## src/rtl/alu_pkg.sv

```systemverilog
// Shared definitions for the ALU and its issuing sequencer: op codes, FSM states
// and the micro-op record that describes one ALU pass.
package alu_pkg;

   localparam logic [2:0] OP_ADD  = 3'd0;
   localparam logic [2:0] OP_SLL  = 3'd1;
   localparam logic [2:0] OP_SLT  = 3'd2;
   localparam logic [2:0] OP_SLTU = 3'd3;
   localparam logic [2:0] OP_XOR  = 3'd4;
   localparam logic [2:0] OP_SR   = 3'd5;
   localparam logic [2:0] OP_OR   = 3'd6;
   localparam logic [2:0] OP_AND  = 3'd7;

   typedef enum logic [2:0] {
      IDLE = 3'd0,
      P1   = 3'd1,
      P2   = 3'd2,
      P3   = 3'd3,
      RESP = 3'd4
   } seq_state_t;

   // Source for the ALU a input during a pass
   typedef enum logic [1:0] {
      ASEL_A = 2'd0,
      ASEL_B = 2'd1,
      ASEL_T = 2'd2
   } a_sel_t;

   // Source for the ALU b input; b is already shamt-masked for shift ops
   typedef enum logic [1:0] {
      BSEL_B    = 2'd0,
      BSEL_T    = 2'd1,
      BSEL_ONES = 2'd2,
      BSEL_ONE  = 2'd3
   } b_sel_t;

   typedef enum logic {
      DEST_T    = 1'b0,
      DEST_RESP = 1'b1
   } dest_t;

   typedef struct packed {
      logic [2:0] op;
      a_sel_t     a_sel;
      b_sel_t     b_sel;
      dest_t      dest;
   } uop_t;

   function automatic logic is_shift(input logic [2:0] funct3);
      return (funct3 == OP_SLL) || (funct3 == OP_SR);
   endfunction

endpackage

```

## src/rtl/alu_seq_uop_rom.sv

```systemverilog
// Combinational micro-op table: which ALU op and operand sources each pass uses.
// SUB and negative-operand SRA expand to three passes; everything else is one.
module alu_seq_uop_rom
   import alu_pkg::*;
(
   input  logic [2:0] funct3,
   input  logic       alt,
   input  logic       a_msb,
   input  logic [1:0] pass,
   output uop_t       uop
);

   always_comb begin
      uop = '{op: funct3, a_sel: ASEL_A, b_sel: BSEL_B, dest: DEST_RESP};
      if (alt && funct3 == OP_ADD) begin
         // a - b = a + (~b + 1), built from XOR and ADD passes
         case (pass)
            2'd0:    uop = '{op: OP_XOR, a_sel: ASEL_B, b_sel: BSEL_ONES, dest: DEST_T};
            2'd1:    uop = '{op: OP_ADD, a_sel: ASEL_T, b_sel: BSEL_ONE,  dest: DEST_T};
            default: uop = '{op: OP_ADD, a_sel: ASEL_A, b_sel: BSEL_T,    dest: DEST_RESP};
         endcase
      end else if (alt && funct3 == OP_SR && a_msb) begin
         // Negative SRA = ~(~a >> shamt), so only a logical shift is needed
         case (pass)
            2'd0:    uop = '{op: OP_XOR, a_sel: ASEL_A, b_sel: BSEL_ONES, dest: DEST_T};
            2'd1:    uop = '{op: OP_SR,  a_sel: ASEL_T, b_sel: BSEL_B,    dest: DEST_T};
            default: uop = '{op: OP_XOR, a_sel: ASEL_T, b_sel: BSEL_ONES, dest: DEST_RESP};
         endcase
      end
   end

endmodule

```

## src/rtl/alu_sequencer.sv

```systemverilog
// Issues one integer op per request to an external combinational ALU, chaining
// up to three passes through a temp register, and returns the result on a handshake.
module alu_sequencer
   import alu_pkg::*;
#(
   parameter int WORD_SIZE = 16
) (
   input  logic                 clk,
   input  logic                 reset,
   input  logic                 req_valid,
   output logic                 req_ready,
   input  logic [WORD_SIZE-1:0] req_a,
   input  logic [WORD_SIZE-1:0] req_b,
   input  logic [2:0]           req_funct3,
   input  logic                 req_alt,
   output logic                 resp_valid,
   input  logic                 resp_ready,
   output logic [WORD_SIZE-1:0] resp_data,
   output logic [WORD_SIZE-1:0] alu_a,
   output logic [WORD_SIZE-1:0] alu_b,
   output logic [2:0]           alu_op,
   input  logic [WORD_SIZE-1:0] alu_out,
   output logic                 busy
);

   localparam int SHAMT_W = $clog2(WORD_SIZE);
   localparam logic [WORD_SIZE-1:0] ALL_ONES = {WORD_SIZE{1'b1}};
   localparam logic [WORD_SIZE-1:0] ONE      = {{(WORD_SIZE-1){1'b0}}, 1'b1};

   seq_state_t           state;
   logic [WORD_SIZE-1:0] a_q, b_q, t_q;
   logic [2:0]           funct3_q;
   logic                 alt_q;
   logic [1:0]           pass;
   uop_t                 uop;

   assign pass = (state == P1) ? 2'd0 : (state == P2) ? 2'd1 : 2'd2;

   alu_seq_uop_rom u_rom (
      .funct3 (funct3_q),
      .alt    (alt_q),
      .a_msb  (a_q[WORD_SIZE-1]),
      .pass   (pass),
      .uop    (uop)
   );

   assign req_ready = (state == IDLE);
   assign busy      = (state != IDLE);

   // Outside the pass states the ALU sees a harmless ADD of zeros
   always_comb begin
      alu_a  = '0;
      alu_b  = '0;
      alu_op = OP_ADD;
      if (state == P1 || state == P2 || state == P3) begin
         alu_op = uop.op;
         case (uop.a_sel)
            ASEL_B:  alu_a = b_q;
            ASEL_T:  alu_a = t_q;
            default: alu_a = a_q;
         endcase
         case (uop.b_sel)
            BSEL_T:    alu_b = t_q;
            BSEL_ONES: alu_b = ALL_ONES;
            BSEL_ONE:  alu_b = ONE;
            default:   alu_b = b_q;
         endcase
      end
   end

   always_ff @(posedge clk) begin
      if (reset) begin
         state      <= IDLE;
         a_q        <= '0;
         b_q        <= '0;
         t_q        <= '0;
         funct3_q   <= OP_ADD;
         alt_q      <= 1'b0;
         resp_valid <= 1'b0;
         resp_data  <= '0;
      end else begin
         case (state)
            IDLE: begin
               if (req_valid) begin
                  a_q      <= req_a;
                  funct3_q <= req_funct3;
                  alt_q    <= req_alt;
                  if (is_shift(req_funct3))
                     b_q <= {{(WORD_SIZE-SHAMT_W){1'b0}}, req_b[SHAMT_W-1:0]};
                  else
                     b_q <= req_b;
                  state <= P1;
               end
            end
            P1, P2, P3: begin
               if (uop.dest == DEST_T) begin
                  t_q   <= alu_out;
                  state <= (state == P1) ? P2 : P3;
               end else begin
                  resp_data  <= alu_out;
                  resp_valid <= 1'b1;
                  state      <= RESP;
               end
            end
            RESP: begin
               if (resp_ready) begin
                  resp_valid <= 1'b0;
                  state      <= IDLE;
               end
            end
            default: state <= IDLE;
         endcase
      end
   end

endmodule

```

## config.mk

```make
export PLATFORM = sky130hd
export DESIGN_NAME = alu_sequencer
export DESIGN_NICKNAME = d
export VERILOG_FILES = /design/src/rtl/alu_pkg.sv /design/src/rtl/alu_seq_uop_rom.sv /design/src/rtl/alu_sequencer.sv
export SDC_FILE = /design/constraint.sdc
export NUM_CORES = 1
export LEC_CHECK = 0
export BUFFER_PORTS_ARGS = -buffer_cell sky130_fd_sc_hd__buf_2
export CAP_MARGIN = 20
export CELL_PAD_IN_SITES_DETAIL_PLACEMENT = 1
export CELL_PAD_IN_SITES_GLOBAL_PLACEMENT = 2
export CORE_MARGIN = 4
export CORE_UTILIZATION = 26
export CTS_CLUSTER_DIAMETER = 80
export CTS_CLUSTER_SIZE = 25
export DETAILED_ROUTE_END_ITERATION = 10
export PLACE_DENSITY = 0.82
export SETUP_SLACK_MARGIN = 0.02
export SYNTH_ARGS = -nofsm -noshare
export SYNTH_HDL_FRONTEND = slang
export SYNTH_SLANG_ARGS = --single-unit
```

## constraint.sdc

```tcl
create_clock -name clk -period 2.1 [get_ports clk]
set_input_delay 0.105 -clock clk [delete_from_list [all_inputs] [get_ports clk]]
set_output_delay 0.105 -clock clk [all_outputs]
set_load 0.03 [all_outputs]
```

Word level (Yosys, flattened, before mapping)
Cells that the tools add are included.
{"block": "classes", "n_div": 0, "n_shift": 0, "reduce_logical": 17, "n_mul": 0, "bitwise_logic": 1, "add_sub_neg": 0, "eq_ne": 16, "n_mux": 20, "magnitude_cmp": 0}
{"op": "$mux W16", "n": 3}
{"op": "$pmux W16 S3", "n": 1}
{"op": "$pmux W16 S2", "n": 1}
{"op": "$mux W8", "n": 2}
{"op": "$pmux W8 S2", "n": 1}
{"op": "$mux W3", "n": 4}
{"op": "$pmux W6 S2", "n": 1}
{"op": "$eq A3 B3 Y1 const B", "n": 3}
{"op": "$pmux W3 S3", "n": 1}
{"op": "$reduce_and A2 Y1", "n": 4}
{"op": "$eq A2 B1 Y1 const B", "n": 3}
{"op": "$eq A2 B2 Y1 const B", "n": 3}
{"op": "$eq A3 B1 Y1 const B", "n": 2}
{"op": "$eq A3 B2 Y1 const B", "n": 2}
{"op": "$logic_not A3 Y1", "n": 2}
{"op": "$ne A2 B2 Y1 const B", "n": 3}
{"op": "$mux W2", "n": 2}
{"op": "$logic_and A1 B1 Y1", "n": 3}
{"op": "$logic_or A1 B1 Y1", "n": 3}
{"op": "$mux W1", "n": 3}
{"op": "$reduce_and A3 Y1", "n": 1}
{"op": "$reduce_bool A3 Y1", "n": 1}
{"op": "$reduce_or A3 Y1", "n": 1}
{"op": "$logic_not A2 Y1", "n": 1}
{"op": "other kinds (3)", "n": 3}
{"block": "word_totals", "mem_bits_ro": 0, "memories": 0, "in_bits": 56, "output_inout_bits": 54, "latchBits": 0, "wordCells": 62, "ramBits": 0, "register_bits": 72}

Longest topological paths before layout
Gate-level depths: netlist of the first run.
{"block": "logic_depth", "depth_word": 10, "depth_mapped": 11, "mapped_depth_nobuf": 9}

By module
A second synthesis of the first run with hierarchy kept.
{"block": "hier_totals", "cells_unflattened": 457, "area_unflattened_um2": 3560.9}
{"module": "alu_sequencer", "area_each_um2": 3438.3, "seq_area_each_um2": 1441.4, "cells_per_inst": 440, "n_inst": 1}
{"module": "alu_seq_uop_rom", "area_each_um2": 122.6, "seq_area_each_um2": 0.0, "cells_per_inst": 17, "n_inst": 1}

Worst setup path after synthesis of the first run
OpenSTA, ideal clock, no wires.
{"block": "synth_path", "path_kind": "flip-flop to output port", "startpoint": "reg alt_q", "endpoint": "out alu_a[10]", "slack_ns": -0.338, "required_ns": 1.995, "path_buffers": 2, "stages_incl_launch_ff": 12, "arrival_ns": 2.333, "path_cell_list": "dfxtp_1 > nor2b_2 > and2_1 > a21boi_0 > o22ai_1 > ha_1 > clkbuf_1 > clkbuf_1 > a22oi_1 > nor2_1 > a21oi_1 > nor2_1"}
{"block": "synth_via", "elab_chain_cells": 7, "elab_cells_between_ends": 9, "cone_classes": "eq/ne (2); mux (4); reduce/logical (3)"}
{"element": "from (decl)", "line": "alu_sequencer.sv:33", "rtl": "logic alt_q;"}
{"element": "from (signal assigned)", "line": "alu_sequencer.sv:87", "rtl": "alt_q <= req_alt;"}
{"element": "$logic_and A1 B1 Y1 (2 in a row)", "line": "alu_seq_uop_rom.sv:22", "rtl": "end else if (alt && funct3 == OP_SR && a_msb) begin"}
{"element": "$mux W8", "line": "alu_seq_uop_rom.sv:22"}
{"element": "$mux W8 *", "line": "alu_seq_uop_rom.sv:15", "rtl": "if (alt && funct3 == OP_ADD) begin"}
{"element": "$eq A2 B2 Y1 or $eq A2 B1 Y1 (tied branches)", "line": "alu_sequencer.sv:57", "rtl": "case (uop.a_sel)"}
{"element": "$pmux W16 S2 *", "line": "alu_sequencer.sv:57"}
{"element": "$mux W16 *", "line": "alu_sequencer.sv:55", "rtl": "if (state == P1 || state == P2 || state == P3) begin"}
{"element": "to (decl)", "line": "alu_sequencer.sv:19", "rtl": "output logic [WORD_SIZE-1:0] alu_a,"}
Every way passes the cells marked *; elsewhere a longest branch is shown, timed or not.

Worst setup path after layout of the first run
{"block": "layout_path", "startpoint": "reg funct3_q[2]", "endpoint": "out alu_a[15]"}
{"block": "layout_via", "elab_chain_cells": 8, "elab_cells_between_ends": 11, "cone_classes": "eq/ne (3); mux (4); reduce/logical (4)"}
{"element": "from (decl)", "line": "alu_sequencer.sv:32", "rtl": "logic [2:0] funct3_q;"}
{"element": "from (signal assigned)", "line": "alu_sequencer.sv:86", "rtl": "funct3_q <= req_funct3;"}
{"element": "$eq A3 B3 Y1", "line": "alu_seq_uop_rom.sv:22"}
{"element": "$logic_and A1 B1 Y1 (2 in a row)", "line": "alu_seq_uop_rom.sv:22"}
{"element": "$mux W8", "line": "alu_seq_uop_rom.sv:22"}
{"element": "$mux W8 *", "line": "alu_seq_uop_rom.sv:15"}
{"element": "$eq A2 B2 Y1 or $eq A2 B1 Y1 (tied branches)", "line": "alu_sequencer.sv:57"}
{"element": "$pmux W16 S2 *", "line": "alu_sequencer.sv:57"}
{"element": "$mux W16 *", "line": "alu_sequencer.sv:55"}
Marks and branches as above.

==> flow_summary_export.csv, run 1 <==
group,metric,value,unit
timing,setup_tns,-6.74,ns
job,maxCapViolCount,0,
placement,hpwlAfterDp,9.15,mm
logic_synthesis,yosysWarningCount,0,
floorplan,boundaryPins,110,
finish,nNetsFinal,624,
setup_path,critical_path_class,"flip-flop to output port",
setup_path,regToRegStartpoint,"state[0]",
logic_synthesis,synth_fp_nets,513,
finish,nFillCells,1623,
finish,finalNonFillerCells,745,
setup_path,crit_start,"funct3_q[2]",
floorplan,fp.dieW,126,um
timing,finalMaxSlewViolations,0,
finish,final_core_util,38.9,%
clock_tree,cts_hold_buffers,0,
global_routing,grt_pass1_vias,3795,
logic_synthesis,synthCells,455,
clock_tree,cts_tree,"built",
finish,regArea,1450,um^2
global_routing,antenna_found_initial,0,
timing,post-route-min-period,2.45,ns
pwr,p_per_area,690,nW/um^2
clock_tree,cts-root-buf,"clkbuf_16",
detailed_routing,wl,13.2,mm
clock_tree,clockBufferDepth,2,
logic_synthesis,ys_ff_latch,72,
timing,fin_hold_ws,0.0160,ns
setup_path,end_kind,"output port",
timing,final_hold_viol_count,0,
timing,finalClockSkew,0.00622,ns
run_status,violations,"negative setup slack",
timing,finalCritPeriodShare,117,%
logic_synthesis,syn_area_per_cell,7.91,um^2
floorplan,fp.coreArea,13400,um^2
detailed_routing,vias,3559,
detailed_routing,routed_via_density,4.78,
timing,layout_setup_ws,-0.350,ns
placement,placed_cells,723,
timing,slew_headroom,53.2,%
floorplan,dieArea,15800,um^2
detailed_routing,wl_per_cell,17.7,um
global_routing,grt_overflow,0,
pwr,p_leak,2.13,nW
setup_path,start_kind,"flip-flop",
clock_tree,path_clk_slew,0.06,ns
detailed_routing,drc,0,
detailed_routing,ant_nets,0,
timing,rsz0062_at_grt,"yes",
pwr,peakVddDrop,0.376,mV
clock_tree,cts_inserted_buffers,9,
clock_tree,cts.sinks,72,
global_routing,grt_max_degree,89,
floorplan,rows,42,
detailed_routing,drt-pass1-iter-count,4,
hold_path,worstHoldStart,"req_b[0]",
finish,syn_to_final_growth,44.7,%
timing,tightest_slew,0.700,ns
finish,multiInputGateArea,2170,um^2
setup_path,arrival,2.35,ns
timing,max_clock_freq,408,MHz
logic_synthesis,syn-cell-area,3600,um^2
timing,finalSetupViolCount,32,
placement,portBuffers,109,
placement,pre_cts_slack,-0.0811,ns
logic_synthesis,async_reset_ff_share,0,%
clock_tree,clock_latency,0.33,ns
setup_path,crit_fanout,8,
floorplan,initial_core_util,26.8,%
logic_synthesis,synthFlopType,"dfxtp_1",
finish,n_antenna_cell,0,
clock_tree,cts_max_level,3,
logic_synthesis,yosysUniqueCellTypes,38,
hold_path,hold_path.class,"input port to flip-flop",
detailed_routing,drtIter0Drc,136,
floorplan,die_h,126,um
setup_path,critPathRequiredTime,2.00,ns
placement,gp_congestion,0.839,
run_status,outcome,"finished with violations",
logic_synthesis,synth-seq-area-share,40.1,%
global_routing,grtUsageTotal,15.8,%
logic_synthesis,synth-edff-count,0,
global_routing,grt_pass1_wl,20.2,mm
finish,drive_above_1_share,37.1,%
-- where the power goes --
part	switching, mW	internal, mW
Clock	0.557	0.818
Sequential	0.0662	1.45
Combinational	0.431	0.271
Total	1.05	2.54
-- worst paths after layout --
check	endpoint	slack [ns]	cells after the start
setup / recovery	alu_a[15]	-0.35	11
hold / removal	b_q[0]	0.02	3
setup reg to reg	resp_data[8]	0.13	6
hold reg to reg	alt_q	0.46	2
-- cells in the final DEF, fill, tap and decap left out, drive strengths merged --
| cell type | Yosys | layout |
|---|---|---|
| a211oi | 1 | 1 |
| a21boi | 2 | 2 |
| a21oi | 53 | 53 |
| a221oi | 16 | 16 |
| a22oi | 16 | 16 |
| a311o | 1 | 1 |
| a31oi | 1 | 1 |
| and2 | 3 | 3 |
| and3 | 2 | 2 |
| buf | 13 | 135 |
| clkbuf | 24 | 15 |
| clkinv | 0 | 1 |
| dfxtp | 72 | 72 |
| ha | 2 | 2 |
| inv | 20 | 20 |
| mux2i | 33 | 33 |
| nand2 | 78 | 78 |
| nand2b | 36 | 36 |
| nand3 | 13 | 13 |
| nor2 | 52 | 52 |
| nor2b | 3 | 3 |
| nor3 | 2 | 2 |
| nor4 | 2 | 2 |
| o2111ai | 1 | 1 |
| o21a | 2 | 2 |
| o21ai | 2 | 2 |
| o21ba | 2 | 2 |
| o22a | 1 | 1 |
| o22ai | 1 | 1 |
| xor2 | 1 | 1 |
-- flip-flops by register name, indices dropped and copies added (netlist names) --
name / count
resp_valid: 1
a_q: 16
state: 3
t_q: 16
resp_data: 16
b_q: 16
alt_q: 1
funct3_q: 3
-- worst max-delay path: stages (launching register included) --
cell      delay, ns
dfxtp_4        0.37
and3_4         0.21
nand2_4        0.06
a21boi_4       0.14
o22a_1         0.24
ha_4           0.20
buf_12         0.14
a22oi_2        0.16
nor2_1         0.06
a21oi_1        0.19
nor2_2         0.07
buf_6          0.17
-- cell type report --
type                    count  share of cell area (%)
multi-input cells         326                    41.7
clock buffers              13                    4.81
flip-flops and latches     72                    27.9
well taps                 176                    4.23
repair buffers            137                    19.9
inverters                  20                    1.44
clock inverters             1                  0.0961
-- per-layer routing --
| metal | up-vias | part of all wire [%] | GRT usage (%) |
|---|---|---|---|
| li1 | 1758 | - | - |
| met1 | 1732 | 43 | 18.9 |
| met2 | 60 | 53 | 28.7 |
| met3 | 9 | 3.4 | 3.43 |
| met4 | 0 | 1.2 | 4.02 |
| met5 | - | 0 | 0 |
-- timing repair --
action | CTS | global route
cloned | 0 | 2
buffers inserted | 2 | 4
gates resized for setup | 67 | 25
pin swaps | 0 | 5
setup endpoints to repair | 33 | 50
-- metrics by stage --
stage | cell area, um^2 | power (mW)
after floorplan | 3720 | 1.96
after global placement | 4520 | 2.18
after CTS | 5020 | 3.61
after global routing | 5210 | 3.76
after detailed placement | 4520 | 2.20
final | 5210 | 3.59
-- cell families (layout without fill, tap and decap cells) --
kind of cell,after synthesis,in the layout,share of synthesized area [%]
compound gates,99,99,18.3
buf+inv,57,171,7.44
flops,72,72,40.1
fa+ha+maj,2,2,0.696
simple gates,191,191,24.1
xor+xnor,1,1,0.244
mux,33,33,9.18
-- cell usage after synthesis (4+ instances only) --
| library cell | n | share of area, % |
|---|---|---|
| nand2_1 | 78 | 8.1 |
| dfxtp_1 | 72 | 40 |
| a21oi_1 | 53 | 7.4 |
| nor2_1 | 51 | 5.3 |
| nand2b_1 | 36 | 6.3 |
| mux2i_1 | 33 | 9.2 |
| clkbuf_1 | 24 | 2.5 |
| inv_1 | 20 | 2.1 |
| a221oi_1 | 16 | 3.9 |
| a22oi_1 | 16 | 3.3 |
| nand3_1 | 13 | 1.8 |
| buf_2 | 6 | 0.83 |
| buf_4 | 4 | 0.83 |
(Power assumes the default switching activity.)
==> inputs of run 2 (changes only) <==
--- a/config.mk
+++ b/config.mk
@@ -10,11 +10,12 @@
 export CELL_PAD_IN_SITES_DETAIL_PLACEMENT = 1
 export CELL_PAD_IN_SITES_GLOBAL_PLACEMENT = 2
 export CORE_MARGIN = 4
-export CORE_UTILIZATION = 26
+export CORE_UTILIZATION = 27
+export CTS_BUF_LIST = sky130_fd_sc_hd__clkbuf_8
 export CTS_CLUSTER_DIAMETER = 80
 export CTS_CLUSTER_SIZE = 25
 export DETAILED_ROUTE_END_ITERATION = 10
-export PLACE_DENSITY = 0.82
+export PLACE_DENSITY = 0.85
 export SETUP_SLACK_MARGIN = 0.02
 export SYNTH_ARGS = -nofsm -noshare
 export SYNTH_HDL_FRONTEND = slang
==> run 2 against run 1 <==
Compared with the run above:
- the run still ends with negative setup slack left
- sequential share of layout area shrank 2.2 points
- wire length grew 3.9%
- clock power shrank 12%
- clock skew grew 0.0078 ns
- maximum frequency grew 3.9%
- sequential power is essentially flat
- largest cell class unchanged
- combinational power grew 8.8%
- critical path type unchanged
- clock-buffer cell count shrank 3
- total power shrank 2.5%
- critical path depth is the same
==> flow_summary_export.csv, run 2 (same netlist as run 1, synthesis figures left out) <==
group,metric,value,unit
finish,final_core_util,44.0,%
run_status,violations,"negative setup slack",
clock_tree,path_clk_slew,0.08,ns
timing,post-route-min-period,2.36,ns
detailed_routing,routed_via_density,4.88,
global_routing,antenna_found_initial,0,
clock_tree,cts_tree,"built",
timing,final_hold_viol_count,0,
pwr,p_per_area,621,nW/um^2
detailed_routing,wl_per_cell,17.5,um
hold_path,hold_path.class,"input port to flip-flop",
pwr,power,3.50,mW
global_routing,grt_max_degree,52,
finish,most-common-layout-cells,"buf_2, nand2_1, dfxtp_1, buf_4, a21oi_1",
clock_tree,cts_inserted_buffers,9,
setup_path,arrival,2.25,ns
clock_tree,cts-root-buf,"clkbuf_8",
floorplan,die_h,123,um
global_routing,grt_pass1_vias,4086,
global_routing,grtUsageTotal,18.4,%
setup_path,critical_path_buf_inv_count,2,
timing,setup_tns,-4.81,ns
placement,pre_cts_slack,-0.179,ns
timing,fin_hold_ws,0.00371,ns
floorplan,fp.dieW,123,um
detailed_routing,drc,0,
timing,tightest_slew,0.846,ns
setup_path,critical_path_class,"flip-flop to output port",
run_status,outcome,"finished with violations",
finish,drive_above_1_share,39.5,%
placement,hpwlAfterDp,9.29,mm
floorplan,dieArea,15200,um^2
finish,finalNonFillerCells,780,
placement,gp_congestion,0.847,
timing,max_clock_freq,424,MHz
timing,slew_headroom,43.4,%
detailed_routing,drtIter0Drc,96,
clock_tree,clockBufferDepth,2,
setup_path,start_kind,"flip-flop",
placement,placed_cells,722,
floorplan,initial_core_util,28.0,%
floorplan,rows,41,
detailed_routing,ant_nets,0,
timing,finalClockSkew,0.0140,ns
floorplan,fp.coreArea,12800,um^2
clock_tree,cts_max_level,3,
placement,portBuffers,109,
timing,finalMaxSlewViolations,0,
finish,final_cell_area,5640,um^2
detailed_routing,drt-pass1-iter-count,4,
finish,nNetsFinal,661,
finish,syn_to_final_growth,56.9,%
setup_path,end_kind,"output port",
timing,finalCritPeriodShare,112,%
timing,finalSetupViolCount,31,
finish,final_common_cell,"buf_2",
placement,place_area,4540,um^2
pwr,peakVddDrop,0.222,mV
clock_tree,cts.sinks,72,
setup_path,cp_cell_sequence,"and3_4 -> nand2_2 -> a21boi_4 -> o22a_1 -> ha_4 -> buf_12 -> a22oi_2 -> nor2_2 -> a21oi_4 -> nor2_4 -> buf_6",
pwr,p_leak,2.29,nW
detailed_routing,wl,13.7,mm
floorplan,boundaryPins,110,
setup_path,crit_slowest_cell,"dfxtp_2",
timing,layout_setup_ws,-0.258,ns
finish,n_antenna_cell,0,
job,maxCapViolCount,0,
timing,rsz0062_at_grt,"yes",
global_routing,grt_pass1_wl,21.4,mm
global_routing,grt_overflow,0,
detailed_routing,vias,3808,
setup_path,max_stage_delay,0.36,ns
clock_tree,clock_latency,0.36,ns
setup_path,crit_fanout,8,
setup_path,critPathRequiredTime,2.00,ns
setup_path,path_delay_family,"compound AO/OA/AOI/OAI gates",
[run 2: cell count changes in the layout (fill, tap and decap cells not counted), sizes merged]
cell         previous run  this run
buf                   135       143
bufinv                  0         2
dlygate4sd3             0        31
clkbuf                 15        10
inv                    20        23
[run 2: area by class of cell]
cell class | instances | area [um^2]
tap | 172 | 215
inverter | 20 | 75.1
timing repair buffer | 174 | 1380
clock buffer | 10 | 138
sequential | 72 | 1450
multi-input combinational | 326 | 2320
clock inverter | 6 | 76.3
fill | 1539 | 7180
[run 2: tightest hold or removal path, cell delays in order]
cell and delay (ns):
buf_2 0.10, mux2i_1 0.06, nor2_1 0.07
[run 2: what timing repair did]
action	in CTS	in global routing
setup buffers	6	3
gates cloned	2	0
resized for setup	119	1
hold buffers	31	0
hold endpoints to repair	31	0
endpoints found under the setup margin	32	33
pin swaps	19	12
[run 2: per-layer routing]
metal	wire length (um)	vias to the layer above	global-route usage [%]
li1	-	1829	-
met1	5500	1838	20.8
met2	7150	101	32.8
met3	465	40	3.11
met4	551	0	10.4
met5	0	-	0
[run 2: path summary, 6_finish.rpt]
kind / cells past startpoint / start / to / slack (ns)
worst max-delay path: 11 / funct3_q[0] / alu_a[8] / -0.26
worst max register to register: 6 / state[0] / resp_data[9] / 0.25
worst min register to register: 2 / alt_q / alt_q / 0.47
worst min-delay path: 3 / alu_out[4] / t_q[4] / 0.004
[run 2: power by group]
group	internal [mW]	switching [mW]	total, mW	leakage [nW]
clock network	0.687	0.532	1.22	0.120
logic	0.318	0.446	0.764	1.58
registers	1.45	0.0733	1.52	0.589
total	2.45	1.05	3.50	2.29
